[src/rtl/game_pkg.sv]
// Shared definitions for the ball-game flow controller.
// State encodings and default timing constants.
package game_pkg;

    typedef enum logic [2:0] {
        ST_MENU  = 3'd0,
        ST_SERVE = 3'd1,
        ST_PLAY  = 3'd2,
        ST_PAUSE = 3'd3,
        ST_OVER  = 3'd4
    } state_e;

    localparam int unsigned SERVE_DELAY_DEF = 50_000_000;
    localparam int unsigned OVER_HOLD_DEF   = 150_000_000;
    localparam int          CNT_W_DEF       = 28;

endpackage

[src/rtl/game_flow_controller_key.sv]
// key_press_detect: one-cycle press pulse from a debounced active-low key.
// Ports: clock, reset_n (sync, active-low), key (active-low), press.
module key_press_detect (
    input  logic clock,
    input  logic reset_n,
    input  logic key,
    output logic press
);

    logic prev_q, prev_d;
    logic arm_q, arm_d;

    // arm blocks a press until the key has been seen released, so a key
    // held through reset does not fire when reset lifts.
    always_comb begin
        prev_d = key;
        arm_d  = arm_q | key;
        press  = prev_q & ~key & arm_q;
    end

    always_ff @(posedge clock) begin
        if (!reset_n) begin
            prev_q <= 1'b1;
            arm_q  <= key;
        end else begin
            prev_q <= prev_d;
            arm_q  <= arm_d;
        end
    end

endmodule

[src/rtl/game_flow_controller.sv]
// Menu/Serve/Play/Pause/Over sequencer driving the engine enable and reset.
// Ports: clock, reset_n, playKey, menuKey, gameOver -> engineEnable,
// engineReset, stateCode. Macro GAME_FLOW_PAUSE_EN enables the PAUSE state.
module game_flow_controller
    import game_pkg::*;
#(
    parameter int unsigned SERVE_DELAY = SERVE_DELAY_DEF,
    parameter int unsigned OVER_HOLD   = OVER_HOLD_DEF,
    parameter int          CNT_W       = CNT_W_DEF
) (
    input  logic       clock,
    input  logic       reset_n,
    input  logic       playKey,
    input  logic       menuKey,
    input  logic       gameOver,
    output logic       engineEnable,
    output logic       engineReset,
    output logic [2:0] stateCode
);

    localparam logic [CNT_W-1:0] SERVE_LOAD = CNT_W'(SERVE_DELAY - 1);
    localparam logic [CNT_W-1:0] OVER_LOAD  = CNT_W'(OVER_HOLD - 1);

    logic             play_press;
    logic             menu_press;
    logic [2:0]       state_q, state_d;
    logic [CNT_W-1:0] cnt_q, cnt_d;
    logic             en_q, en_d;
    logic             rst_q, rst_d;
    logic             cnt_zero;

    key_press_detect u_play (
        .clock   (clock),
        .reset_n (reset_n),
        .key     (playKey),
        .press   (play_press)
    );

    key_press_detect u_menu (
        .clock   (clock),
        .reset_n (reset_n),
        .key     (menuKey),
        .press   (menu_press)
    );

    assign cnt_zero = (cnt_q == '0);

    always_comb begin
        state_d = state_q;
        cnt_d   = cnt_q;
        case (state_q)
            ST_MENU: begin
                if (!menu_press && play_press) state_d = ST_SERVE;
            end
            ST_SERVE: begin
                if (menu_press)    state_d = ST_MENU;
                else if (cnt_zero) state_d = ST_PLAY;
                else               cnt_d   = cnt_q - 1'b1;
            end
            ST_PLAY: begin
                if (menu_press)      state_d = ST_MENU;
                else if (gameOver)   state_d = ST_OVER;
`ifdef GAME_FLOW_PAUSE_EN
                else if (play_press) state_d = ST_PAUSE;
`endif
            end
`ifdef GAME_FLOW_PAUSE_EN
            ST_PAUSE: begin
                if (menu_press)      state_d = ST_MENU;
                else if (play_press) state_d = ST_PLAY;
            end
`endif
            ST_OVER: begin
                if (menu_press)      state_d = ST_MENU;
                else if (play_press) state_d = ST_SERVE;
                else if (cnt_zero)   state_d = ST_MENU;
                else                 cnt_d   = cnt_q - 1'b1;
            end
            default: state_d = ST_MENU;
        endcase

        // Every entry restarts the shared counter from its full value.
        if (state_d == ST_SERVE && state_q != ST_SERVE) cnt_d = SERVE_LOAD;
        if (state_d == ST_OVER && state_q != ST_OVER)   cnt_d = OVER_LOAD;

        en_d  = (state_d == ST_PLAY);
        // A rematch pulses the engine reset for the first SERVE cycle.
        rst_d = (state_d == ST_MENU) ||
                (state_q == ST_OVER && state_d == ST_SERVE);
    end

    always_ff @(posedge clock) begin
        if (!reset_n) begin
            state_q <= ST_MENU;
            cnt_q   <= '0;
            en_q    <= 1'b0;
            rst_q   <= 1'b1;
        end else begin
            state_q <= state_d;
            cnt_q   <= cnt_d;
            en_q    <= en_d;
            rst_q   <= rst_d;
        end
    end

    assign engineEnable = en_q;
    assign engineReset  = rst_q;
    assign stateCode    = state_q;

endmodule

[config.mk]
export PLATFORM = sky130hd
export DESIGN_NAME = game_flow_controller
export DESIGN_NICKNAME = d
export VERILOG_FILES = /design/src/rtl/game_pkg.sv /design/src/rtl/game_flow_controller_key.sv /design/src/rtl/game_flow_controller.sv
export SDC_FILE = /design/constraint.sdc
export NUM_CORES = 1
export LEC_CHECK = 0
export ABC_AREA = 1
export CORE_MARGIN = 5
export CORE_UTILIZATION = 45
export DETAILED_ROUTE_END_ITERATION = 12
export GPL_TIMING_DRIVEN = 1
export HOLD_SLACK_MARGIN = 0.15
export PLACE_DENSITY = 0.59
export SLEW_MARGIN = 40
export SYNTH_ARGS = -nofsm -noshare
export SYNTH_HDL_FRONTEND = slang
export SYNTH_SLANG_ARGS = --single-unit
[constraint.sdc]
create_clock -name clock -period 2.91 [get_ports clock]
set_clock_uncertainty 0.05 [all_clocks]
set_input_delay 0.582 -clock clock [delete_from_list [all_inputs] [get_ports clock]]
set_output_delay 0.582 -clock clock [all_outputs]
set_load 0.01 [all_outputs]
# Yosys cells after proc, flatten, opt, wreduce, memory -nomap -nowiden
# Cells that the tools add are included.
[totals] register_bits=37 input_bits=5 output_inout_bits=5 word_cells=72
[op_classes] add_sub_neg=1 n_eq_ne=17 muxes=18 bitwise_logic=9 n_reduce_logical=17
[op_table] cell="$mux 28" count=6
[op_table] cell="$pmux 28 s2" count=1
[op_table] cell="$logic_not 28->1" count=1
[op_table] cell="$sub 28x1->28 const B" count=1
[op_table] cell="$mux 3" count=8
[op_table] cell="$ne 3x3->1 const B" count=4
[op_table] cell="$ne 4x4->1 const B" count=3
[op_table] cell="$pmux 3 s4" count=1
[op_table] cell="$reduce_and 4->1" count=3
[op_table] cell="$eq 3x1->1 const B" count=2
[op_table] cell="$eq 3x2->1 const B" count=2
[op_table] cell="$eq 3x3->1 const B" count=2
[op_table] cell="$logic_not 3->1" count=2
[op_table] cell="$ne 2x2->1 const B" count=3
[op_table] cell="$and 1x1->1" count=4
[op_table] cell="$logic_and 1x1->1" count=4
[op_table] cell="$reduce_bool 4->1" count=1
[op_table] cell="$ne 3x1->1 const B" count=1
[op_table] cell="$not 1->1" count=3
[op_table] cell="$reduce_bool 3->1" count=1
[op_table] cell="$reduce_or 3->1" count=1
[op_table] cell="$mux 1" count=2
[op_table] cell="$or 1x1->1" count=2
[op_table] cell="$reduce_bool 2->1" count=1
[op_table] cell="3 further kinds" count=3

# Logic depth before layout (Yosys ltp)
[logic_depth] ltp_word=11 depth_mapped=14 ltp_nobuf=14

# Hierarchy
# A second synthesis with hierarchy kept.
[hier_totals] hier_cells=376 hier_area_um2=2388.5
[modules_own_cells] mod="game_flow_controller" n_inst=1 cells_per_inst=360 area_per_inst_um2=2258.4 seq_area_each_um2=660.6
[modules_own_cells] mod="key_press_detect" n_inst=2 cells_per_inst=8 area_per_inst_um2=65.1 seq_area_each_um2=40.0

# Least setup slack after synthesis
# No wires, ideal clock.
[synth_path] kind="reg2reg" start="register cnt_q[0]" end="register cnt_q[22]" setup_time_ps=113 arrival_time_ps=1791 required_time_ps=2747 path_slack_ps=956 stages_incl_launch_ff=15 path_buffers=1 period_less_slack_ps=1954 path_cell_list="dfxtp_1 inv_1 ha_1 nand2_2 nor2_8 nand3_4 o21bai_2 nand2_2 nand3_4 nand3_4 nand2_4 buf_6 nand2_1 nand2_1 nor2_1"
[synth_via] elab_chain_len=9 elab_cells_between_ends=24 cone_classes="add/sub (1); eq/ne (5); mux (13); reduce/logical (5)"
[synth_rtl] item="from (decl)" line="game_flow_controller.sv:27" text="logic [CNT_W-1:0] cnt_q, cnt_d;"
[synth_rtl] item="from (signal assigned)" line="game_flow_controller.sv:100" text="cnt_q <= cnt_d;"
[synth_rtl] item="branches (longest 9 deep; another with $sub 28x1->28)"
# Parallel ways; which one is timed is not known. The select of a mux whose other input is x is not followed.
# A chain may end at the register's enable or synchronous reset.

# Worst setup path in the final report
[layout_path] start="register cnt_q[0]" end="register cnt_q[13]"
[layout_via] elab_chain_len=9 elab_cells_between_ends=24 cone_classes="add/sub (1); eq/ne (5); mux (12); reduce/logical (6)"
[layout_rtl] item="branches (longest 9 deep; another with $sub 28x1->28)"
# Parallel ways; which one is timed is not known. The select of a mux whose other input is x is not followed.

==> metrics <==
status=completed; total CTS buffers=5; max-cap viol count=0; power per cell area=630 mW/mm^2; worst vdd ir=0.235 mV; Critical R2R Launch=cnt_q[0]$_SDFFE_PN0P_; vias=2458; Post-CTS Repair Setup Buffers=0; final count of hold timing violations=0; Max Buffers Root-to-Sink=2; worst-margin pin slew=517 ps; die width=83.9 um; syn avg cell area=6.18 um^2; clk_lat worst skew=roughly 300 ps; Ports=10; leakage=1.33 nW; pin count of the biggest net entering global routing=23; Hold Path Depth=2; Startpoint Class=flip-flop; EDFF count, synth=0; fin nets=between 400 and 500; final WL=6210 um; n_diodes=0; Post-synth top flop=dfxtp_1; WHS=399 ps; Area growth syn-to-layout=11.2%; Pins Over Slew Limit=0; Core Footprint=between 0.005 and 0.006 mm^2; final setup violation count=0; Initial Utilization=45.5%; H-tree levels=2; reg2reg end=cnt_q[13]$_SDFFE_PP0P_; final setup TNS=0 ps; Relative slew margins=65.5%; Overall Power=~1.7 mW; R2R Setup Slk=about 590 ps; Async S/R FF share, synth=0%; critical path class=reg2reg; R2R depth=13; Final Cycle Share=between 70% and 80%; Worst setup EP type=flip-flop; CTS tree=yes; Crit path required time=between 3000 and 4000 ps; syn_nets=404; clk root buf=clkbuf_8; CTS Hold Bufs=0; post-route minimum period=2320 ps; largest fanout on the critical path=7; Die Area=0.00704 mm^2; Mapped Area=0.00246 mm^2; fmax=between 400 and 500 MHz; vias in the first global route=2367; Layout Utilization=50.6%; clock-pin slew on the worst setup and hold paths=80 ps; leading cell type in the layout, fill and taps excluded=nand2_1; synthesis warning total=0; RSZ-0062 raised after global routing=false; Hold EP=u_menu.arm_q$_DFF_P_; First DRT Iteration DRCs=128; post-DR wirelength/cell=12.8 um; initial antenna violation count=0; Yosys cell types=34; total global-route track usage=18.8%; Hold Crit Start=u_menu.arm_q$_DFF_P_; Synth Instances=398; grt ovf=0; first-pass GRT wire length=11000 um; cell row count=27; commonest cells after routing, fill and taps aside=nand2_1, nor2_1, inv_1, nand3_1, dfxtp_1; critical path arrival=2460 ps; DP HPWL=4570 um; post-cts sizing count=0; share of cells above drive strength 1=8.70%; DIE HEIGHT=83.9 um; vias per inst=slightly above 5; CTS Sinks=37; drt drc=0; remaining antenna violation count after routing=0; register area share after synthesis=30.1%; Hold Crit Class=reg2reg; RD Place Congestion=0.861; DRT Pass-1 Iters=4; Port Buffers=9; Yosys reg bits=37
==> logic make-up (layout without fill, tap and decap cells) <==
family / count (synthesis) / after routing / share of synthesized area (%)
AO/OA/AOI/OAI: 40 / 40 / 10.5
XOR/XNOR: 9 / 9 / 3.21
adder cells (fa/ha/maj): 1 / 1 / 0.509
buffers and inverters: 64 / 80 / 10.5
flip-flops: 37 / 37 / 30.1
AND/OR/NAND/NOR: 247 / 247 / 45.1
==> critical path, stage by stage, from the launching register on <==
cell and delay, ps:
dfxtp_1 320, inv_1 170, ha_1 250, nand2_2 130, nor2_8 170, nand3_4 110, nor2_2 340, nor2_2 120
nand2_1 110, inv_1 70, nand2_1 90, o21ai_0 80, o21ai_1 130, inv_1 60
==> how the worst max path moves through the flow <==
| stage | start | cells past startpoint | endpoint |
|---|---|---|---|
| floorplan | cnt_q[0]$_SDFFE_PN0P_ | 14 | cnt_q[22]$_SDFFE_PN0P_ |
| global placement | playKey | 14 | cnt_q[13]$_SDFFE_PP0P_ |
| detailed placement | playKey | 14 | cnt_q[13]$_SDFFE_PP0P_ |
| CTS | cnt_q[0]$_SDFFE_PN0P_ | 13 | cnt_q[13]$_SDFFE_PP0P_ |
| global route | cnt_q[0]$_SDFFE_PN0P_ | 13 | cnt_q[13]$_SDFFE_PP0P_ |
| finish | cnt_q[0]$_SDFFE_PN0P_ | 13 | cnt_q[13]$_SDFFE_PP0P_ |
==> per-stage QoR <==
stage               area, um^2  setup WS (ps)  instances
finish                    2730            593        486
global route              2730            335        486
detailed placement        2640            366        478
global placement          2640            381        478
floorplan                 2460            956        398
CTS                       2730            575        486
==> layout make-up <==
| type | instances | area (um^2) |
|---|---|---|
| Multi-Input combinational cell | 297 | 1470 |
| Clock buffer | 5 | 68.8 |
| Fill cell | 584 | 2670 |
| Timing Repair Buffer | 15 | 135 |
| Clock inverter | 3 | 17.5 |
| Sequential cell | 37 | 741 |
| Tap cell | 72 | 90.1 |
| Inverter | 57 | 214 |
==> synth_stat cells (2+ instances only) <==
| master | number | area [um^2] |
|---|---|---|
| nor2_1 | 79 | 297 |
| xnor2_1 | 3 | 26.3 |
| o21ai_0 | 9 | 45.0 |
| nand3_1 | 38 | 190 |
| nand4_1 | 6 | 37.5 |
| o21bai_2 | 2 | 22.5 |
| inv_1 | 52 | 195 |
| nor4_1 | 2 | 12.5 |
| buf_2 | 2 | 10.0 |
| xor2_1 | 6 | 52.6 |
| nand2_2 | 4 | 25.0 |
| clkbuf_1 | 3 | 11.3 |
| dfxtp_1 | 37 | 741 |
| o32ai_1 | 8 | 70.1 |
| nor2_2 | 5 | 31.3 |
| nand2_1 | 98 | 368 |
| nor3_1 | 7 | 35.0 |
| a21oi_1 | 14 | 70.1 |
| inv_2 | 4 | 15.0 |
| o31ai_1 | 2 | 15.0 |
| nand3_4 | 3 | 52.6 |
| buf_6 | 2 | 22.5 |
==> power breakdown <==
part	switching, mW	leakage [nW]	internal, mW
combinational	0.471	0.982	0.262
clock	0.199	0.0439	0.165
sequential	0.0619	0.304	0.562
==> metal layers <==
metal	track usage (%)	share of wire (%)
met5	0	0
met4	7.02	2.1
met3	3.55	4.0
met2	29.0	45
met1	26.0	49
No activity file was read; power rests on OpenSTA's default activity.
==> edit, RTL diff (same flow settings) <==
Change the package constant `CNT_W_DEF` from 28 to 24.
--- a/src/rtl/game_pkg.sv
+++ b/src/rtl/game_pkg.sv
@@ -14,3 +14,3 @@
     localparam int unsigned OVER_HOLD_DEF   = 150_000_000;
-    localparam int          CNT_W_DEF       = 28;
+    localparam int          CNT_W_DEF       = 24;
 
Behaviour: same outputs for any inputs over 10 cycles, from zero or initial values and one cycle with reset_n low; that may be too few to reach the edited logic, so the function may still have changed.
==> edit against the unedited design <==
Maximum frequency up 5.4%. Wire length down 20%. Design area down 13%. Area after synthesis down 11%. Power down 2.7%. Setup slack better by 0.12 ns. Clock power down 4%. Sequential cell count down 4. Highest routed layer unchanged.
==> edit: results (changes against the unedited design) <==
dp.cells: 392  # -18%
instances_no_fill: 399  # -18%
drtPass1Iterations: 4  # unchanged
io_buffers: 9  # unchanged
worstMarginPinSlew_ns: 0.445  # -0.0711 ns
root_buffer: "clkbuf_8"
hold_start: "u_play.arm_q"
wl_met2_um: 2150  # -24%
r2r.worst_path.cells: 10  # -3
post-place-ws_ns: 0.610  # +0.244 ns
synth_commonest_cells: "nor2_1 (80), nand2_1 (61), dfxtp_1 (33), nand3_1 (33), inv_1 (15)"
dr.first_iter.drc_count: 121  # -5.5%
diodes: 0  # unchanged
synth-compound-area-share_pct: 8.87  # -1.7 points
drt-met1-wl_um: 2600  # -14%
whs_ns: 0.394  # -0.00552 ns
synthTopCellsByArea: "dfxtp_1 (30%), nor2_1 (14%), nand2_1 (10%)"
clock_latency_ns: 0.28  # -0.02 ns
final_layout_size_suffix_gt1_share_pct: 13.3  # +4.6 points
yosysWarnings: 0  # unchanged
outcome: "complete, no violations"
ys_types: 38  # +12%
rrSetupSlack_ns: 0.71  # +0.12 ns
placed_cell_area_um2: 2290  # -13%
path_class: "flop to flop"
n_fill_cell: 507  # -13%
grt_use_met2_pct: 27.2  # -1.8 points
grt_use_total_pct: 18.2  # -0.66 points
arrival_ns: 2.36  # -0.10 ns
ir_drop_mv: 0.409  # +74%
post_synth_fa_ha_maj_area_fraction_pct: 0.572  # +0.063 points
antenna_found_initial: 0  # unchanged
postCtsResizedCells: 0  # unchanged
yosys.area.top_type: "dfxtp_1"
use_met3_pct: 3.39  # -0.17 points
synth-xor-area-share_pct: 3.60  # +0.40 points
synth.avg_cell_area_um2: 6.77  # +9.6%
met1_usage_pct: 26.1  # +0.15 points
vias_per_cell: 4.96  # -1.8%
crit_fanout: 22  # +15
pwr-share-comb_pct: 45.6  # +3.0 points
power_frac_clock_pct: 20.8  # -0.4 points
syn_nets: 329  # -19%
dr_wl_met3_um: 133  # -46%
nNetsFinal: 338  # -19%
routedWlPerCell_um: 12.4  # -2.8%
grt_pass1_wl_um: 9140  # -17%
first_global_vias: 1899  # -20%
hpwl_um: 3640  # -21%
async_flop_share_pct: 0  # unchanged
comb_power_mw: 0.765  # +4.4%
synth-seq-area-share_pct: 30.2  # +0.079 points
fmax_ghz: 0.455  # +5.4%
hold_end: "u_play.arm_q"
clockBufferDepth: 2  # unchanged
p_leak_nw: 1.09  # -18%
switching_power_mw: 0.703  # -4.0%
globalplace.congestion: 0.903  # +4.8%
==> edit: cell count changes after synthesis, sizes merged, moves of 3 or more <==
cell / before / now
nand2: 103 / 72
o32ai: 8 / 0
buf: 4 / 7
inv: 56 / 23
o21ai: 11 / 19
dfxtp: 37 / 33
nor3: 8 / 2
==> edit: final cells by class <==
class | instances | area [um^2] | share of cell area [%]
tap | 67 | 83.8 | 3.52
multi-input combinational | 257 | 1340 | 56.3
inverter | 24 | 105 | 4.41
clock buffer | 7 | 86.3 | 3.63
sequential | 33 | 661 | 27.7
timing repair buffer | 11 | 105 | 4.41
==> edit: worst max-delay path, stage by stage, from the launching register on <==
cell     delay (ns)
dfxtp_1        0.32
inv_1          0.13
ha_1           0.30
nand2_4        0.11
nor2_8         0.17
nand3_4        0.25
nand2_2        0.16
nand2_4        0.08
nand3_4        0.20
nand3_2        0.18
a21oi_1        0.16
